--- src/rtl/pixel_timing_pkg.sv ---
// Shared types and default 640x480@60 timing for the raster timing generator.
package pixel_timing_pkg;

    typedef enum logic [1:0] {
        ACTIVE = 2'd0,
        FRONT  = 2'd1,
        SYNC   = 2'd2,
        BACK   = 2'd3
    } axis_state_t;

    localparam int H_ACTIVE_DEF = 640;
    localparam int H_FRONT_DEF  = 16;
    localparam int H_SYNC_DEF   = 96;
    localparam int H_BACK_DEF   = 48;
    localparam int V_ACTIVE_DEF = 480;
    localparam int V_FRONT_DEF  = 10;
    localparam int V_SYNC_DEF   = 2;
    localparam int V_BACK_DEF   = 33;
    localparam int CNT_W_DEF    = 10;

    function automatic int total_len(input int a, input int f, input int s, input int b);
        return a + f + s + b;
    endfunction

endpackage

--- src/rtl/timing_axis.sv ---
// One raster axis: position counter plus ACTIVE/FRONT/SYNC/BACK phase tracker.
// state_next exposes the phase that will hold after this edge so the parent can register outputs with zero latency.
module timing_axis
    import pixel_timing_pkg::*;
#(
    parameter int ACTIVE_LEN = H_ACTIVE_DEF,
    parameter int FRONT_LEN  = H_FRONT_DEF,
    parameter int SYNC_LEN   = H_SYNC_DEF,
    parameter int BACK_LEN   = H_BACK_DEF,
    parameter int CNT_W      = CNT_W_DEF
) (
    input  logic             clk,
    input  logic             n_rst,
    input  logic             advance,
    output logic [CNT_W-1:0] count,
    output axis_state_t      state_next,
    output logic             wrap
);

    localparam int TOTAL = total_len(ACTIVE_LEN, FRONT_LEN, SYNC_LEN, BACK_LEN);
    localparam logic [CNT_W-1:0] LAST       = CNT_W'(TOTAL - 1);
    localparam logic [CNT_W-1:0] END_ACTIVE = CNT_W'(ACTIVE_LEN - 1);
    localparam logic [CNT_W-1:0] END_FRONT  = CNT_W'(ACTIVE_LEN + FRONT_LEN - 1);
    localparam logic [CNT_W-1:0] END_SYNC   = CNT_W'(ACTIVE_LEN + FRONT_LEN + SYNC_LEN - 1);

    axis_state_t state;

    always_comb begin
        state_next = state;
        wrap       = advance && (count == LAST);
        if (advance) begin
            if (count == END_ACTIVE)
                state_next = FRONT;
            else if (count == END_FRONT)
                state_next = SYNC;
            else if (count == END_SYNC)
                state_next = BACK;
            else if (count == LAST)
                state_next = ACTIVE;
        end
    end

    // Reset parks the axis on its last position so the first advance lands on 0.
    always_ff @(posedge clk or negedge n_rst) begin
        if (!n_rst) begin
            count <= LAST;
            state <= BACK;
        end else if (advance) begin
            count <= (count == LAST) ? '0 : count + CNT_W'(1);
            state <= state_next;
        end
    end

endmodule

--- src/rtl/pixel_timing_gen.sv ---
// Raster timing generator: turns the divider's toggling pixel flag into x/y position,
// sync, active-video and line/frame start strobes.
module pixel_timing_gen
    import pixel_timing_pkg::*;
#(
    parameter int H_ACTIVE = H_ACTIVE_DEF,
    parameter int H_FRONT  = H_FRONT_DEF,
    parameter int H_SYNC   = H_SYNC_DEF,
    parameter int H_BACK   = H_BACK_DEF,
    parameter int V_ACTIVE = V_ACTIVE_DEF,
    parameter int V_FRONT  = V_FRONT_DEF,
    parameter int V_SYNC   = V_SYNC_DEF,
    parameter int V_BACK   = V_BACK_DEF,
    parameter bit SYNC_POL = 1'b0,
    parameter int CNT_W    = CNT_W_DEF
) (
    input  logic             clk,
    input  logic             n_rst,
    input  logic             enable,
    input  logic             flag_pixel,
    output logic [CNT_W-1:0] x,
    output logic [CNT_W-1:0] y,
    output logic             active,
    output logic             hsync,
    output logic             vsync,
    output logic             line_start,
    output logic             frame_start
);

    logic        flag_q;
    logic        pix_tick;
    logic        advance;
    logic        h_wrap;
    logic        v_wrap;
    axis_state_t h_next;
    axis_state_t v_next;

    // flag_q tracks even while disabled so re-enabling never replays an old edge.
    always_ff @(posedge clk or negedge n_rst) begin
        if (!n_rst)
            flag_q <= 1'b0;
        else
            flag_q <= flag_pixel;
    end

    assign pix_tick = flag_pixel & ~flag_q;
    assign advance  = pix_tick & enable;

    timing_axis #(
        .ACTIVE_LEN(H_ACTIVE),
        .FRONT_LEN (H_FRONT),
        .SYNC_LEN  (H_SYNC),
        .BACK_LEN  (H_BACK),
        .CNT_W     (CNT_W)
    ) u_h_axis (
        .clk       (clk),
        .n_rst     (n_rst),
        .advance   (advance),
        .count     (x),
        .state_next(h_next),
        .wrap      (h_wrap)
    );

    timing_axis #(
        .ACTIVE_LEN(V_ACTIVE),
        .FRONT_LEN (V_FRONT),
        .SYNC_LEN  (V_SYNC),
        .BACK_LEN  (V_BACK),
        .CNT_W     (CNT_W)
    ) u_v_axis (
        .clk       (clk),
        .n_rst     (n_rst),
        .advance   (h_wrap),
        .count     (y),
        .state_next(v_next),
        .wrap      (v_wrap)
    );

    // Strobes last one clk; level outputs follow the phases taken on this edge.
    always_ff @(posedge clk or negedge n_rst) begin
        if (!n_rst) begin
            active      <= 1'b0;
            hsync       <= ~SYNC_POL;
            vsync       <= ~SYNC_POL;
            line_start  <= 1'b0;
            frame_start <= 1'b0;
        end else begin
            line_start  <= h_wrap;
            frame_start <= v_wrap;
            if (advance) begin
                active <= (h_next == ACTIVE) && (v_next == ACTIVE);
                hsync  <= (h_next == SYNC) ? SYNC_POL : ~SYNC_POL;
                vsync  <= (v_next == SYNC) ? SYNC_POL : ~SYNC_POL;
            end
        end
    end

endmodule

--- config.mk ---
export PLATFORM = sky130hd
export DESIGN_NAME = pixel_timing_gen
export DESIGN_NICKNAME = d
export VERILOG_FILES = /design/src/rtl/pixel_timing_pkg.sv /design/src/rtl/timing_axis.sv /design/src/rtl/pixel_timing_gen.sv
export SDC_FILE = /design/constraint.sdc
export NUM_CORES = 1
export LEC_CHECK = 0
export CORE_UTILIZATION = 50
export DETAILED_ROUTE_END_ITERATION = 8
export GPL_TIMING_DRIVEN = 0
export PLACE_DENSITY = 0.76
export SLEW_MARGIN = 20
export SYNTH_ARGS = -nofsm -noshare
export SYNTH_HDL_FRONTEND = slang
export SYNTH_SLANG_ARGS = --single-unit
export TNS_END_PERCENT = 100
--- constraint.sdc ---
create_clock -name clk -period 3.4 [get_ports clk]
set_input_delay 0.34 -clock clk [delete_from_list [all_inputs] [get_ports clk]]
set_output_delay 0.34 -clock clk [all_outputs]
set_load 0.02 [all_outputs]
==> flow_metrics.tcl, run 1 <==
set metrics [dict create \
    synth-compound-area-share_pct 14.3 \
    synth_xor_area_share_pct 5.83 \
    finalSetupTns_ns 0 \
    clkSinkCount 30 \
    cts_root_buf "clkbuf_4" \
    grt_antenna_before_repair 0 \
    synth_top_family_by_area "simple AND/OR/NAND/NOR gates" \
    drive_above_1_share_pct 18.8 \
    p_per_area_nw_per_um2 416 \
    gr-total-overflow 0 \
    grt_pass1_vias 1407 \
    finalNetCount 215 \
    hp-class "in2async" \
    cts_tree "done" \
    yosysSeqAreaShare_pct 46.7 \
    synthArstFlopShare_pct 100 \
    syn_nets 180 \
    drv_cap 0 \
    finalMaxSlewViolations 0 \
    worstMarginPinSlew_ns 0.641 \
    yosys_warnings 0 \
    leakage_nw 0.809 \
    r2r_slack_ns 0.83 \
    end_kind "flop" \
    synth.area.top_cells "dfstp_2 (25%), dfrtp_1 (21%), nand2_1 (5.0%), xnor2_1 (3.7%), o21ai_0 (3.6%)" \
    cts_resized 0 \
    detailroute.via_count 1465 \
    crit_path_top_delay_cell "dfstp_2" \
    finalInstanceArea_um2 2070 \
    viasPerCell 5.81 \
    h-tree-depth 2 \
    hold_buffers 0 \
    synth_edf_count 0 \
    post_dp_cell_area_um2 1980 \
    relSlewSlack_pct 57.3 \
    area_growth_pct 25.2 \
    grt_max_degree 31 \
    reg2reg_from "u_h_axis.count[0]$_DFFE_PN1P_" \
    hold_viol 0 \
    ys_ff_latch 30 \
    synth-simple-area-share_pct 25.5 \
    post-dp-hpwl_mm 2.59 \
    max_stage_delay_ns 0.60 \
    grt.total_usage_pct 23.6 \
    cts_buffers 5 \
    totalWireLength_mm 3.61 \
    drt_pass1_iterations 4 \
    dp.cells 244 \
    drtIter0Drc 108 \
    synth_top_area_share_pct 25.5 \
    synth_adder_area_share_pct 3.03 \
    gp_congestion 0.858 \
    period_share_pct 75.4 \
    antenna_cells 0 \
    fin_cells 252 \
    dieArea_um2 3540 \
    dieWidth_um 59.5 \
    crit_required_ns 3.63 \
    rows 20 \
    rsz0062_at_grt "no" \
    final_common_cell "clkdlybuf4s50_1" \
    post-route-min-period_ns 2.57 \
    route.detailed.drc 0 \
    syn_inst 172 \
    syn_avg_cell_area_um2 9.60 \
    crit_path_start_kind "flop" \
    ir_worst_vdd_mv 0.266 \
    synth_top_area_cell "dfstp_2" \
    die_y_um 59.5 \
    finalSetupViolations 0 \
    antenna_left 0 \
    muxShareOfSynthArea_pct 1.29 \
    max_freq_ghz 0.390 \
    status "completed" \
    routedWlPerCell_um 14.3 \
    path_clk_slew_ns 0.10 \
    pin_count 29 \
    path_cells "ha_1 > nand4_1 > nor2_1 > nand3_1 > inv_1 > nand2_1 > nor2_1 > mux2_2" \
    crit_fanout 8 \
    grt_pass1_wl_mm 6.07 \
    fin_skew_ns 0.0146 \
    reg2regPathDepth 8 \
    core_region_area_um2 3100 \
    ctsLongestPathBuffers 2 \
    ys_dominant_reg_cell "dfstp_2" \
    critPathKind "reg2reg" \
    worstSkewPairLatency_ns 0.33 \
    crit_arrival_ns 2.79 \
    postCtsSetupRepairBufs 0 \
    rr_endpoint "u_v_axis.count[4]$_DFFE_PN0N_" \
    start_util_pct 53.2 \
    io_buffers 28 \
    synth_cell_type_count 47 \
    layout_common_cells "clkdlybuf4s50_1 (27), nand2_1 (22), nor2_1 (16), dfstp_2 (16), dfrtp_1 (14)" \
    syn_area_um2 1650 \
    crit_top_cell "nor2_1" \
]
==> stage by stage <==
stage | hold slack, ns | setup slack, ns | power [mW] | util [%]
detailed placement | 0.405 | 0.801 | 0.566 | 63.9
global placement | 0.474 | 0.849 | 0.563 | 64.0
global route | 0.0594 | 0.678 | 0.895 | 66.6
floorplan | 0.0444 | 1.26 | 0.500 | -
CTS | 0.0294 | 0.863 | 0.867 | 66.6
finish | 0.0182 | 0.835 | 0.859 | 66.6
==> registers in the layout (all words and copies together), names as in the netlist <==
| name | cells |
|---|---|
| frame_start | 1 |
| flag_q | 1 |
| u_h_axis.state | 2 |
| u_v_axis.count | 10 |
| u_h_axis.count | 10 |
| vsync | 1 |
| line_start | 1 |
| active | 1 |
| hsync | 1 |
| u_v_axis.state | 2 |
==> how the worst max path moves through the flow <==
| stage | start | end | slack (ns) |
|---|---|---|---|
| final | u_h_axis.count[0]$_DFFE_PN1P_ | u_v_axis.count[4]$_DFFE_PN0N_ | 0.83 |
| after global routing | u_h_axis.count[0]$_DFFE_PN1P_ | u_v_axis.count[4]$_DFFE_PN0N_ | 0.68 |
| after CTS | u_h_axis.count[0]$_DFFE_PN1P_ | u_v_axis.count[4]$_DFFE_PN0N_ | 0.86 |
| after detailed placement | flag_pixel | u_v_axis.count[4]$_DFFE_PN0N_ | 0.80 |
| after global placement | flag_pixel | u_v_axis.count[4]$_DFFE_PN0N_ | 0.85 |
| after floorplan | u_h_axis.count[0]$_DFFE_PN1P_ | u_v_axis.count[4]$_DFFE_PN0N_ | 1.26 |
==> cell type report <==
type                    count  area, um^2
well taps                  44        55.1
repair buffers             28         275
plain buffers               6        25.0
clock inverters             1        30.0
multi-input cells         128         826
clock buffers               7        55.1
inverters                   8        30.0
flip-flops and latches     30         771
fillers                   261        1040
==> critical path: cells and delay by family (launching register included) <==
kind / cells / cell delay, ns
adders and majority gates: 1 / 0.22
DFF: 1 / 0.60
muxes: 1 / 0.34
and+or+nand+nor: 5 / 1.02
buffers and inverters: 1 / 0.27
==> where the power goes <==
group / internal [mW] / switching, mW
Clock: 0.176 / 0.123
Sequential: 0.400 / 0.0317
Combinational: 0.0629 / 0.0655
Total: 0.639 / 0.220
==> cell usage after synthesis (4+ instances only) <==
master / count
o21ai_0: 12
clkbuf_1: 4
nor3_1: 5
xor2_1: 4
nand3_1: 8
nor2_1: 16
inv_1: 7
dfstp_2: 16
dfrtp_1: 14
nand4_1: 5
nand2_1: 22
ha_1: 4
xnor2_1: 7
==> layer usage <==
| metal | global-route usage (%) | vias up | part of all wire [%] |
|---|---|---|---|
| met1 | 26.6 | 709 | 42 |
| li1 | - | 681 | - |
| met2 | 39.6 | 61 | 50 |
| met5 | 0 | - | 0 |
| met4 | 13.6 | 0 | 2.9 |
| met3 | 6.77 | 14 | 5.3 |
==> logic make-up after synthesis <==
group | after synthesis
adders and majority gates | 4
xor gates and xnor gates | 11
muxes | 2
and+or+nand+nor | 77
DFF | 30
buffers and inverters | 14
AOI/OAI and AO/OA | 34
Power figures use the tool's default switching activity.
==> run 2: changes to the inputs <==
--- a/config.mk
+++ b/config.mk
@@ -5,10 +5,10 @@
 export SDC_FILE = /design/constraint.sdc
 export NUM_CORES = 1
 export LEC_CHECK = 0
-export CORE_UTILIZATION = 50
+export CORE_UTILIZATION = 47
 export DETAILED_ROUTE_END_ITERATION = 8
 export GPL_TIMING_DRIVEN = 0
-export PLACE_DENSITY = 0.76
+export PLACE_DENSITY = 0.75
 export SLEW_MARGIN = 20
 export SYNTH_ARGS = -nofsm -noshare
 export SYNTH_HDL_FRONTEND = slang
==> constraint.sdc (replaced) <==
create_clock -name clk -period 2.17 [get_ports clk]
set_input_delay 0.217 -clock clk [delete_from_list [all_inputs] [get_ports clk]]
set_output_delay 0.217 -clock clk [all_outputs]
set_load 0.02 [all_outputs]
==> flow_metrics.tcl, run 2 (synthesis results as in run 1) <==
set metrics [dict create \
    post-route-min-period_ns 2.13 \
    dieArea_um2 3760 \
    crit_fanout 7 \
    crit_start "u_v_axis.count[9]$_DFFE_PN1N_" \
    ir_worst_vdd_mv 0.571 \
    grt_max_degree 31 \
    crit_cells 5 \
    routedWlPerCell_um 14.1 \
    rows 21 \
    max_freq_ghz 0.470 \
    drv_cap 0 \
    io_buffers 28 \
    hold_viol 0 \
    p_per_area_nw_per_um2 584 \
    rr_endpoint "active$_DFFE_PN0P_" \
    finalMaxSlewViolations 0 \
    finalNetCount 221 \
    end_kind "flop" \
    dp_slack_ns -0.282 \
    top_regs "u_h_axis.count: 10 flops, u_v_axis.count: 10 flops" \
    layout_setup_ws_ns 0.0406 \
    drt_pass1_iterations 5 \
    crit_path_top_delay_cell "dfstp_2" \
    worstMarginPinSlew_ns 0.637 \
    cts_buffers 5 \
    crit_arrival_ns 2.38 \
    p_total_mw 1.25 \
    reg2regPathDepth 5 \
    antenna_cells 0 \
    route.detailed.drc 0 \
    area_growth_pct 29.5 \
    critPathKind "reg2reg" \
    viasPerCell 5.62 \
    gr-total-overflow 0 \
    leakage_nw 0.820 \
    clkSinkCount 30 \
    drive_above_1_share_pct 23.8 \
    relSlewSlack_pct 57.5 \
    die_y_um 61.3 \
    drtIter0Drc 103 \
    crit_path_start_kind "flop" \
    grt_antenna_before_repair 0 \
    crit_required_ns 2.42 \
    max_stage_delay_ns 0.60 \
    antenna_left 0 \
    r2r_slack_ns 0.04 \
    crit_end "active$_DFFE_PN0P_" \
    crit_family "simple AND/OR/NAND/NOR gates" \
    post-dp-hpwl_mm 2.56 \
    dieWidth_um 61.3 \
    fin_cells 260 \
    grt_pass1_wl_mm 6.33 \
    h-tree-depth 2 \
    path_cells "or4b_4 > nor4_4 > o21ai_1 > a32o_2 > o31ai_2" \
    gp_congestion 0.933 \
    finalSetupViolations 0 \
    dp.cells 246 \
    path_clk_slew_ns 0.10 \
    grt.total_usage_pct 23.3 \
    final_common_cell "clkdlybuf4s50_1" \
    start_util_pct 49.1 \
    worstHoldPathCells 1 \
    layout_common_cells "clkdlybuf4s50_1 (27), nand2_1 (21), dfstp_2 (16)" \
    status "completed" \
    detailroute.via_count 1461 \
    core_region_area_um2 3360 \
    fin_skew_ns 0.00667 \
    reg2reg_from "u_v_axis.count[9]$_DFFE_PN1N_" \
    totalWireLength_mm 3.67 \
    worstSkewPairLatency_ns 0.33 \
    ctsLongestPathBuffers 2 \
    cts_root_buf "clkbuf_4" \
    pin_count 29 \
    cts_tree "done" \
    fillers 308 \
    critPathBufInv 0 \
    hp-class "in2reg" \
    utilization_pct 63.6 \
    grt_pass1_vias 1437 \
    period_share_pct 98.1 \
]
-- run 2: area by class of cell --
cell class | count | area (um^2) | share of cell area, %
Buffer | 6 | 27.5 | 1.29
Clock buffer | 7 | 55.1 | 2.57
Clock inverter | 1 | 5.00 | 0.234
Inverter | 8 | 35.0 | 1.64
Multi-Input combinational cell | 128 | 865 | 40.4
Sequential cell | 30 | 772 | 36.1
Tap cell | 46 | 57.6 | 2.69
Timing Repair Buffer | 34 | 323 | 15.1
-- run 2: worst min-delay path by stage --
| stage | from | to | slack, ns |
|---|---|---|---|
| floorplan | n_rst | active$_DFFE_PN0P_ | -0.08 |
| global placement | active$_DFFE_PN0P_ | active$_DFFE_PN0P_ | 0.48 |
| detailed placement | n_rst | u_v_axis.count[8]$_DFFE_PN0N_ | 0.29 |
| CTS | flag_pixel | flag_q$_DFF_PN0_ | 0.35 |
| global route | flag_pixel | flag_q$_DFF_PN0_ | 0.37 |
| finish | flag_pixel | flag_q$_DFF_PN0_ | 0.36 |
-- run 2: worst reg2reg max path, delay by kind of cell (launching register included) --
family          cells  cell delay, ns
simple gates        2            0.83
flops               1            0.60
compound gates      3            0.61
-- run 2: stage by stage --
stage	hold WS, ns	setup TNS, ns	instance area, um^2
floorplan	-0.0786	0	1650
global placement	0.480	-1.25	1990
detailed placement	0.288	-1.59	1980
CTS	0.351	0	2090
global route	0.366	-0.00244	2140
finish	0.363	0	2140
-- run 2: layer usage --
metal / track usage, % / part of all wire, %
met3: 5.46 / 5.9
met5: 0 / 0
met2: 40.1 / 52
met4: 12.0 / 2.2
met1: 27.2 / 40
-- run 2: power breakdown --
group	leakage [nW]	switching [mW]	internal (mW)
logic	0.434	0.103	0.106
registers	0.350	0.0568	0.628
clock network	0.0353	0.198	0.157
total	0.820	0.358	0.891
-- run 2: timing repair --
action / in CTS / in global routing
setup buffers: 2 / 3
gates cloned: 0 / 0
pin swaps: 3 / 4
hold endpoints to repair: 14 / 0
setup endpoints to repair: 16 / 7
hold buffers: 1 / 0
gates resized for setup: 5 / 9
